`src/rtl/wb_write_arbiter.sv`:
```
// Register-file write-port arbiter: in-order write-back stage versus buffered
// out-of-order multi-cycle results, with starvation forcing and stale-result squash.
module wb_write_arbiter #(
    parameter int DEPTH        = 2,
    parameter int STARVE_LIMIT = 4
) (
    input  logic        Clock,
    input  logic        Reset,
    input  logic        RegWriteW,
    input  logic [4:0]  WriteRegW,
    input  logic [31:0] ResultW,
    input  logic        MulValid,
    input  logic [4:0]  MulReg,
    input  logic [31:0] MulData,
    output logic        MulReady,
    output logic        StallW,
    output logic        RegWriteR,
    output logic [4:0]  WriteRegR,
    output logic [31:0] WriteDataR
);

    localparam int AW = $clog2(DEPTH);
    localparam int CW = $clog2(DEPTH + 1);

    logic [AW-1:0]    head_reg, head_next;
    logic [AW-1:0]    tail_reg, tail_next;
    logic [CW-1:0]    count_reg, count_next;
    logic [3:0]       sc_reg, sc_next;
    logic [DEPTH-1:0] ent_valid_reg, ent_valid_next;
    logic [4:0]       ent_rd_reg   [DEPTH];
    logic [31:0]      ent_data_reg [DEPTH];

    logic full, head_valid, pend, pw, force_drain;
    logic grant_mul, grant_pipe, push, pop;

    assign full        = (count_reg == CW'(DEPTH));
    assign MulReady    = !full;
    assign head_valid  = ent_valid_reg[head_reg];
    assign pend        = (count_reg != '0) && head_valid;
    assign pw          = RegWriteW && (WriteRegW != 5'd0);
    assign force_drain = pend && (sc_reg == 4'(STARVE_LIMIT));
    assign grant_mul   = force_drain || (pend && !pw);
    assign grant_pipe  = pw && !force_drain;
    assign StallW      = force_drain && pw;
    // A squashed head is retired without touching the write port.
    assign pop         = (count_reg != '0) && (grant_mul || !head_valid);
    assign push        = MulValid && !full && (MulReg != 5'd0);

    always_comb begin
        RegWriteR  = 1'b0;
        WriteRegR  = 5'd0;
        WriteDataR = 32'd0;
        if (grant_mul) begin
            RegWriteR  = 1'b1;
            WriteRegR  = ent_rd_reg[head_reg];
            WriteDataR = ent_data_reg[head_reg];
        end else if (grant_pipe) begin
            RegWriteR  = 1'b1;
            WriteRegR  = WriteRegW;
            WriteDataR = ResultW;
        end
    end

    always_comb begin
        sc_next = sc_reg;
        if (!pend || grant_mul) begin
            sc_next = 4'd0;
        end else if (sc_reg < 4'(STARVE_LIMIT)) begin
            sc_next = sc_reg + 4'd1;
        end
    end

    always_comb begin
        head_next  = pop  ? head_reg + AW'(1) : head_reg;
        tail_next  = push ? tail_reg + AW'(1) : tail_reg;
        count_next = count_reg;
        if (push && !pop) begin
            count_next = count_reg + CW'(1);
        end else if (pop && !push) begin
            count_next = count_reg - CW'(1);
        end
    end

    // Push and pop never target the same slot: push needs !full, pop needs count!=0,
    // and head==tail only when the buffer is empty or full.
    generate
        for (genvar gi = 0; gi < DEPTH; gi++) begin : g_entry
            logic squash_hit;
            assign squash_hit = grant_pipe && ent_valid_reg[gi] && (ent_rd_reg[gi] == WriteRegW);
            assign ent_valid_next[gi] =
                (push && (tail_reg == AW'(gi))) ? 1'b1 :
                (pop  && (head_reg == AW'(gi))) ? 1'b0 :
                squash_hit                      ? 1'b0 :
                                                  ent_valid_reg[gi];
        end
    endgenerate

    always_ff @(posedge Clock or posedge Reset) begin
        if (Reset) begin
            head_reg      <= '0;
            tail_reg      <= '0;
            count_reg     <= '0;
            sc_reg        <= 4'd0;
            ent_valid_reg <= '0;
            for (int i = 0; i < DEPTH; i++) begin
                ent_rd_reg[i]   <= 5'd0;
                ent_data_reg[i] <= 32'd0;
            end
        end else begin
            head_reg      <= head_next;
            tail_reg      <= tail_next;
            count_reg     <= count_next;
            sc_reg        <= sc_next;
            ent_valid_reg <= ent_valid_next;
            if (push) begin
                ent_rd_reg[tail_reg]   <= MulReg;
                ent_data_reg[tail_reg] <= MulData;
            end
        end
    end

endmodule

```
`config.mk`:
```
export PLATFORM = sky130hd
export DESIGN_NAME = wb_write_arbiter
export DESIGN_NICKNAME = d
export VERILOG_FILES = /design/src/rtl/wb_write_arbiter.sv
export SDC_FILE = /design/constraint.sdc
export NUM_CORES = 1
export LEC_CHECK = 0
export BUFFER_PORTS_ARGS = -buffer_cell sky130_fd_sc_hd__buf_4
export CORE_MARGIN = 1
export CORE_UTILIZATION = 25
export CTS_CLUSTER_DIAMETER = 80
export DETAILED_ROUTE_END_ITERATION = 10
export GPL_TIMING_DRIVEN = 0
export HOLD_SLACK_MARGIN = 0.02
export SLEW_MARGIN = 20
export SYNTH_ARGS = -nofsm -noshare
export SYNTH_HDL_FRONTEND = slang
export SYNTH_SLANG_ARGS = --single-unit
```
`constraint.sdc`:
```
create_clock -name Clock -period 2.73 [get_ports Clock]
set_input_delay 0.4095 -clock Clock [delete_from_list [all_inputs] [get_ports Clock]]
set_output_delay 0.4095 -clock Clock [all_outputs]
set_load 0.1 [all_outputs]
```
## Yosys cells after proc, flatten, opt, wreduce, memory -nomap -nowiden

Index checks and enable logic that the tools add are counted.
W data, S select, Z words.

| word-level totals | value |
|---|---|
| output and inout port bits | 40 |
| flip-flop bits (word level) | 84 |
| logic and storage cells | 95 |

| operators by class | value |
|---|---|
| reductions and logical operators | 37 |
| $add $sub $neg | 5 |
| bitwise logic cells | 4 |
| equal/unequal tests | 4 |
| magnitude comparators | 5 |
| multiplexer cells | 30 |

Operators with widths:

| kind | count |
|---|---|
| $mux W32 | 6 |
| $bwmux W64 | 1 |
| $demux W32 S1 | 1 |
| $mux W5 | 6 |
| $logic_and A1 B1 Y1 | 20 |
| $bwmux W10 | 1 |
| $eq A5 B5 Y1 | 2 |
| $mux W1 | 10 |
| $reduce_bool A5 Y1 | 2 |
| $mux W4 | 2 |
| $logic_not A1 Y1 | 7 |
| $reduce_bool A2 Y1 | 3 |
| $reduce_bool A3 Y1 | 2 |
| $demux W5 S1 | 1 |
| $add A4 B1 Y4 const B | 1 |
| $eq A4 B3 Y1 const B | 1 |
| $ge A2 B2 Y1 const B | 2 |
| $lt A4 B3 Y1 const B | 1 |
| $mux W2 | 2 |
| $not A1 Y2 | 2 |
| $logic_or A1 B1 Y1 | 3 |
| $add A1 B1 Y1 const B | 2 |
| $add A2 B1 Y2 const B | 1 |
| $eq A2 B2 Y1 const B | 1 |
| 4 further kinds | 5 |

## Depth between registers and ports, before layout

| logic depth | value |
|---|---|
| depth after elaboration | 11 |
| mapped depth | 9 |
| mapped depth without buffers | 9 |

## Worst setup path after synthesis

OpenSTA, ideal clock, no wires.

| timing | value |
|---|---|
| kind | register -> output |
| start | register head_reg |
| end | output StallW |
| path buffers | 2 |
| stages on the path, launching flop included | 6 |
| data required time | 2.321 ns |
| path slack | -0.790 ns |
| data arrival time | 3.110 ns |
| cell sequence | dfrtp_1 > buf_2 > mux2i_1 > or2_2 > clkbuf_1 > nor3_1 |

| between the ends | value |
|---|---|
| cells in the longest elaborated chain, start to end | 5 |

Ends and longest elaborated chain:

| item | line | source |
|---|---|---|
| from (decl) | 25 | `logic [AW-1:0] head_reg, head_next;` |
| from (signal assigned) | 110 | `head_reg <= head_next;` |
| $mux W1 (not written as such) (2 in series) | 38 | `assign head_valid = ent_valid_reg[head_reg];` |
| $logic_and A1 B1 Y1 | 39 | `assign pend = (count_reg != '0) && head_valid;` |
| $logic_and A1 B1 Y1 | 41 | `assign force_drain = pend && (sc_reg == 4'(STARVE_LIMIT));` |
| $logic_and A1 B1 Y1 | 44 | `assign StallW = force_drain && pw;` |
| to (decl) | 16 | `output logic StallW,` |

Every way passes these cells. The select of a mux whose other input is x is not followed.

## Worst setup path after layout

| timing | value |
|---|---|
| start | register head_reg |
| end | output WriteDataR[22] |

| between the ends | value |
|---|---|
| cells in the longest elaborated chain, start to end | 8 |

Ends and longest elaborated chain:

| item | line | source |
|---|---|---|
| $mux W1 (not written as such) (2 in series) | 38 |  |
| $logic_and A1 B1 Y1 | 39 |  |
| $logic_and A1 B1 Y1 | 41 |  |
| $logic_not A1 Y1 | 43 | `assign grant_pipe = pw && !force_drain;` |
| $logic_and A1 B1 Y1 | 43 |  |
| $mux W32 | 57 | `end else if (grant_pipe) begin` |
| $mux W32 * | 53 | `if (grant_mul) begin` |
| to (decl) | 19 | `output logic [31:0] WriteDataR` |

Mark *: on every way between the ends. The rest lies on a longest branch, timed or not. The select of a mux whose other input is x is not followed.

==> flow_metrics.tcl <==
set metrics [dict create \
    outcome "finished clean" \
    synth-seq-cells 84 \
    antenna_found_initial 0 \
    synth_top_family_by_area "multiplexers" \
    cts-buffers-inserted 9 \
    start_kind "flop" \
    timing.setup.tns_ps 0 \
    hold_buffers 0 \
    firstDrtPassIters 4 \
    portBuffers 116 \
    fmax_mhz 380 \
    highest_layer "met4" \
    met1Wirelength_mm 5.00 \
    num_antenna_cells 0 \
    ir_worst_vdd_v 0.00101 \
    avgViaCountPerCell 4.58 \
    ios 118 \
    finish.instance_area_um2 6230 \
    grt_pass1_vias 3196 \
    cts_tree "yes" \
    dr_wl_met2_mm 5.40 \
    insertion_delay_ps 340 \
    path_max_fanout 10 \
    start_util_pct 25.7 \
    ant_nets 0 \
    final_util_pct 35.7 \
    power.leakage_uw 0.00290 \
    grt_usage_pct 12.4 \
    setup_viol 0 \
    htree_levels 3 \
    area_growth_pct 39.0 \
    seqCellArea_um2 2100 \
    fin_crit_ps 2630 \
    nFillCells 1743 \
    critPathCaptureType "output pin" \
    design_power_total_uw 8110 \
    clockBufferDepth 2 \
    core_area_um2 17400 \
    cts.clk_slew.worst_paths_ps 60 \
    synth_area_um2 4480 \
    route.met3.wl_um 507 \
    worst_pin_slew_ps 870 \
    drc 0 \
    synth_xor_xnor_area_share_pct 2.93 \
    synth-compound-area-share_pct 9.53 \
    postSynthCellCount 318 \
    overflow 0 \
    drtIter0Drc 100 \
    num_vias 3126 \
    powerDensity_nw_per_um2 1300 \
    yosysWarnings 0 \
    final-hold-violation-count 0 \
    hpwl_mm 7.68 \
    avgSynthCellArea_um2 14.1 \
    placed_cell_area_um2 5670 \
    yosysSeqAreaShare_pct 46.9 \
    fp.dieArea_um2 18500 \
    relSlewSlack_pct 42.0 \
    grt_pass1_wl_mm 17.1 \
    slew_viol_final 0 \
    largest_reg_flops 64 \
    cts.sinks 84 \
    multi_input_area_um2 2220 \
    synth-simple-area-share_pct 3.69 \
    synthMuxAreaShare_pct 30.5 \
    drt-total-wl_mm 11.1 \
    worst_ep_required_time_ps 2320 \
    crit_arrival_ps 2220 \
    period_share_pct 96.3 \
    rows 48 \
    die_h_um 136 \
    wl_per_cell_um 16.2 \
    rsz0062_at_grt "yes" \
    synth_cell_types 37 \
    clock_skew_ps 6.05 \
    drive_above_1_share_pct 55.4 \
    synth-adder-area-share_pct 0.838 \
    gp_congestion 0.762 \
    worstHoldPathType "input port to asynchronous set/reset pin" \
    grt_max_degree 50 \
    die_w_um 136 \
    path_class "flop to output pin" \
    syn_nets 399 \
    maxCapViolations 0 \
    final_nets 533 \
    root_buffer "clkbuf_16" \
]
==> report_power, final <==
part | switching, uW | leakage, uW | internal, uW | total [uW]
Clock | 490 | 0.000149 | 756 | 1250
Sequential | 373 | 0.000996 | 1880 | 2250
Combinational | 2680 | 0.00176 | 1940 | 4620
==> cells in the mapped netlist, drive strengths merged <==
cell type	instances	area share (%)
a21oi	3	0.34
and3	1	0.14
buf	17	4.8
clkbuf	5	0.42
dfrtp	84	47
ha	3	0.84
inv	4	0.34
mux2	74	22
mux2i	39	8.7
nand2	4	0.50
nand2b	3	0.59
nand3	2	0.22
nand3b	1	0.17
nor2	4	0.39
nor3	3	0.34
nor4	5	0.70
o211a	2	0.61
o211ai	1	0.17
o21ai	5	0.64
o21ba	1	0.22
o22ai	1	0.14
o2bb2ai	37	7.2
o31ai	1	0.17
or2	1	0.14
or4	2	0.50
xnor2	12	2.3
xor2	3	0.59
==> kinds of logic after synthesis <==
group / after synthesis
adders and majority gates: 3
AOI/OAI and AO/OA: 51
xor gates and xnor gates: 15
buffers and inverters: 26
DFF: 84
muxes: 113
and+or+nand+nor: 26
==> path summary, 6_finish.rpt <==
path                                           endpoint                         start  depth (start not counted)  slack [ps]
min in group Clock         ent_data_reg[63]$_DFFE_PP0P_                   MulData[31]                          2         310
setup reg to reg               count_reg[1]$_DFFE_PP0P_         sc_reg[0]$_DFFE_PP0P_                         10         850
hold / removal             ent_data_reg[20]$_DFFE_PP0P_                         Reset                          2          90
max in group asynchronous   ent_data_reg[2]$_DFFE_PP0P_                         Reset                          3        2020
hold reg to reg            ent_data_reg[52]$_DFFE_PP0P_  ent_data_reg[52]$_DFFE_PP0P_                          1         500
setup / recovery                         WriteDataR[22]          head_reg$_DFFE_PP0P_                          8         100
==> through the flow <==
stage	setup WS [ps]	std cells	hold WS, ps
after floorplan	-663	318	479
after global placement	-899	659	486
after detailed placement	-21.1	660	473
after CTS	7.07	675	90.9
after global routing	-40.2	682	119
final	100	682	92.1
==> final cells by class <==
class / count / share of cell area, %
Buffer: 21 / 3.86
Clock buffer: 12 / 4.12
Clock inverter: 4 / 0.764
Inverter: 4 / 0.281
Multi-Input combinational cell: 208 / 35.6
Sequential cell: 84 / 33.8
Tap cell: 225 / 4.52
Timing Repair Buffer: 124 / 17.1
==> metal layers <==
layer	up-vias	track usage, %
met1	1572	15.6
met4	0	4.44
li1	1449	-
met5	-	0
met2	92	20.6
met3	13	3.02
==> critical path, stage by stage (launching register included) <==
cell       delay (ps)
dfrtp_1           350
buf_2             150
mux2i_2           180
or2_4             260
nand2b_1          130
buf_4             190
buf_6             170
o2bb2ai_1         190
buf_6             250
==> timing repair <==
item	4_1_cts	5_1_grt
setup endpoints to repair	37	32
gates resized for setup	29	19
endpoints found under the hold margin	0	0
setup buffers	0	7
pin swaps	0	3
==> cells in the final DEF, fill, tap and decap left out, types with 2 or more instances in the layout <==
master | synthesis | layout
inv_1 | 4 | 3
o2bb2ai_2 | 0 | 11
mux2_2 | 36 | 36
buf_6 | 6 | 36
clkbuf_8 | 0 | 2
nand3_1 | 2 | 2
o2bb2ai_1 | 37 | 26
clkinv_2 | 0 | 2
o21ai_0 | 4 | 4
nand2_1 | 3 | 3
or4_4 | 2 | 2
mux2_4 | 38 | 38
ha_1 | 3 | 3
buf_12 | 6 | 6
xor2_1 | 3 | 3
mux2i_1 | 39 | 38
nor3_2 | 0 | 2
a21oi_1 | 3 | 3
xnor2_1 | 12 | 12
dfrtp_1 | 84 | 84
buf_4 | 2 | 96
nor4_1 | 5 | 5
clkbuf_16 | 0 | 9
nand2b_1 | 2 | 2
clkbuf_1 | 5 | 4
nor2_1 | 3 | 3
No activity file was read; power rests on OpenSTA's default activity.
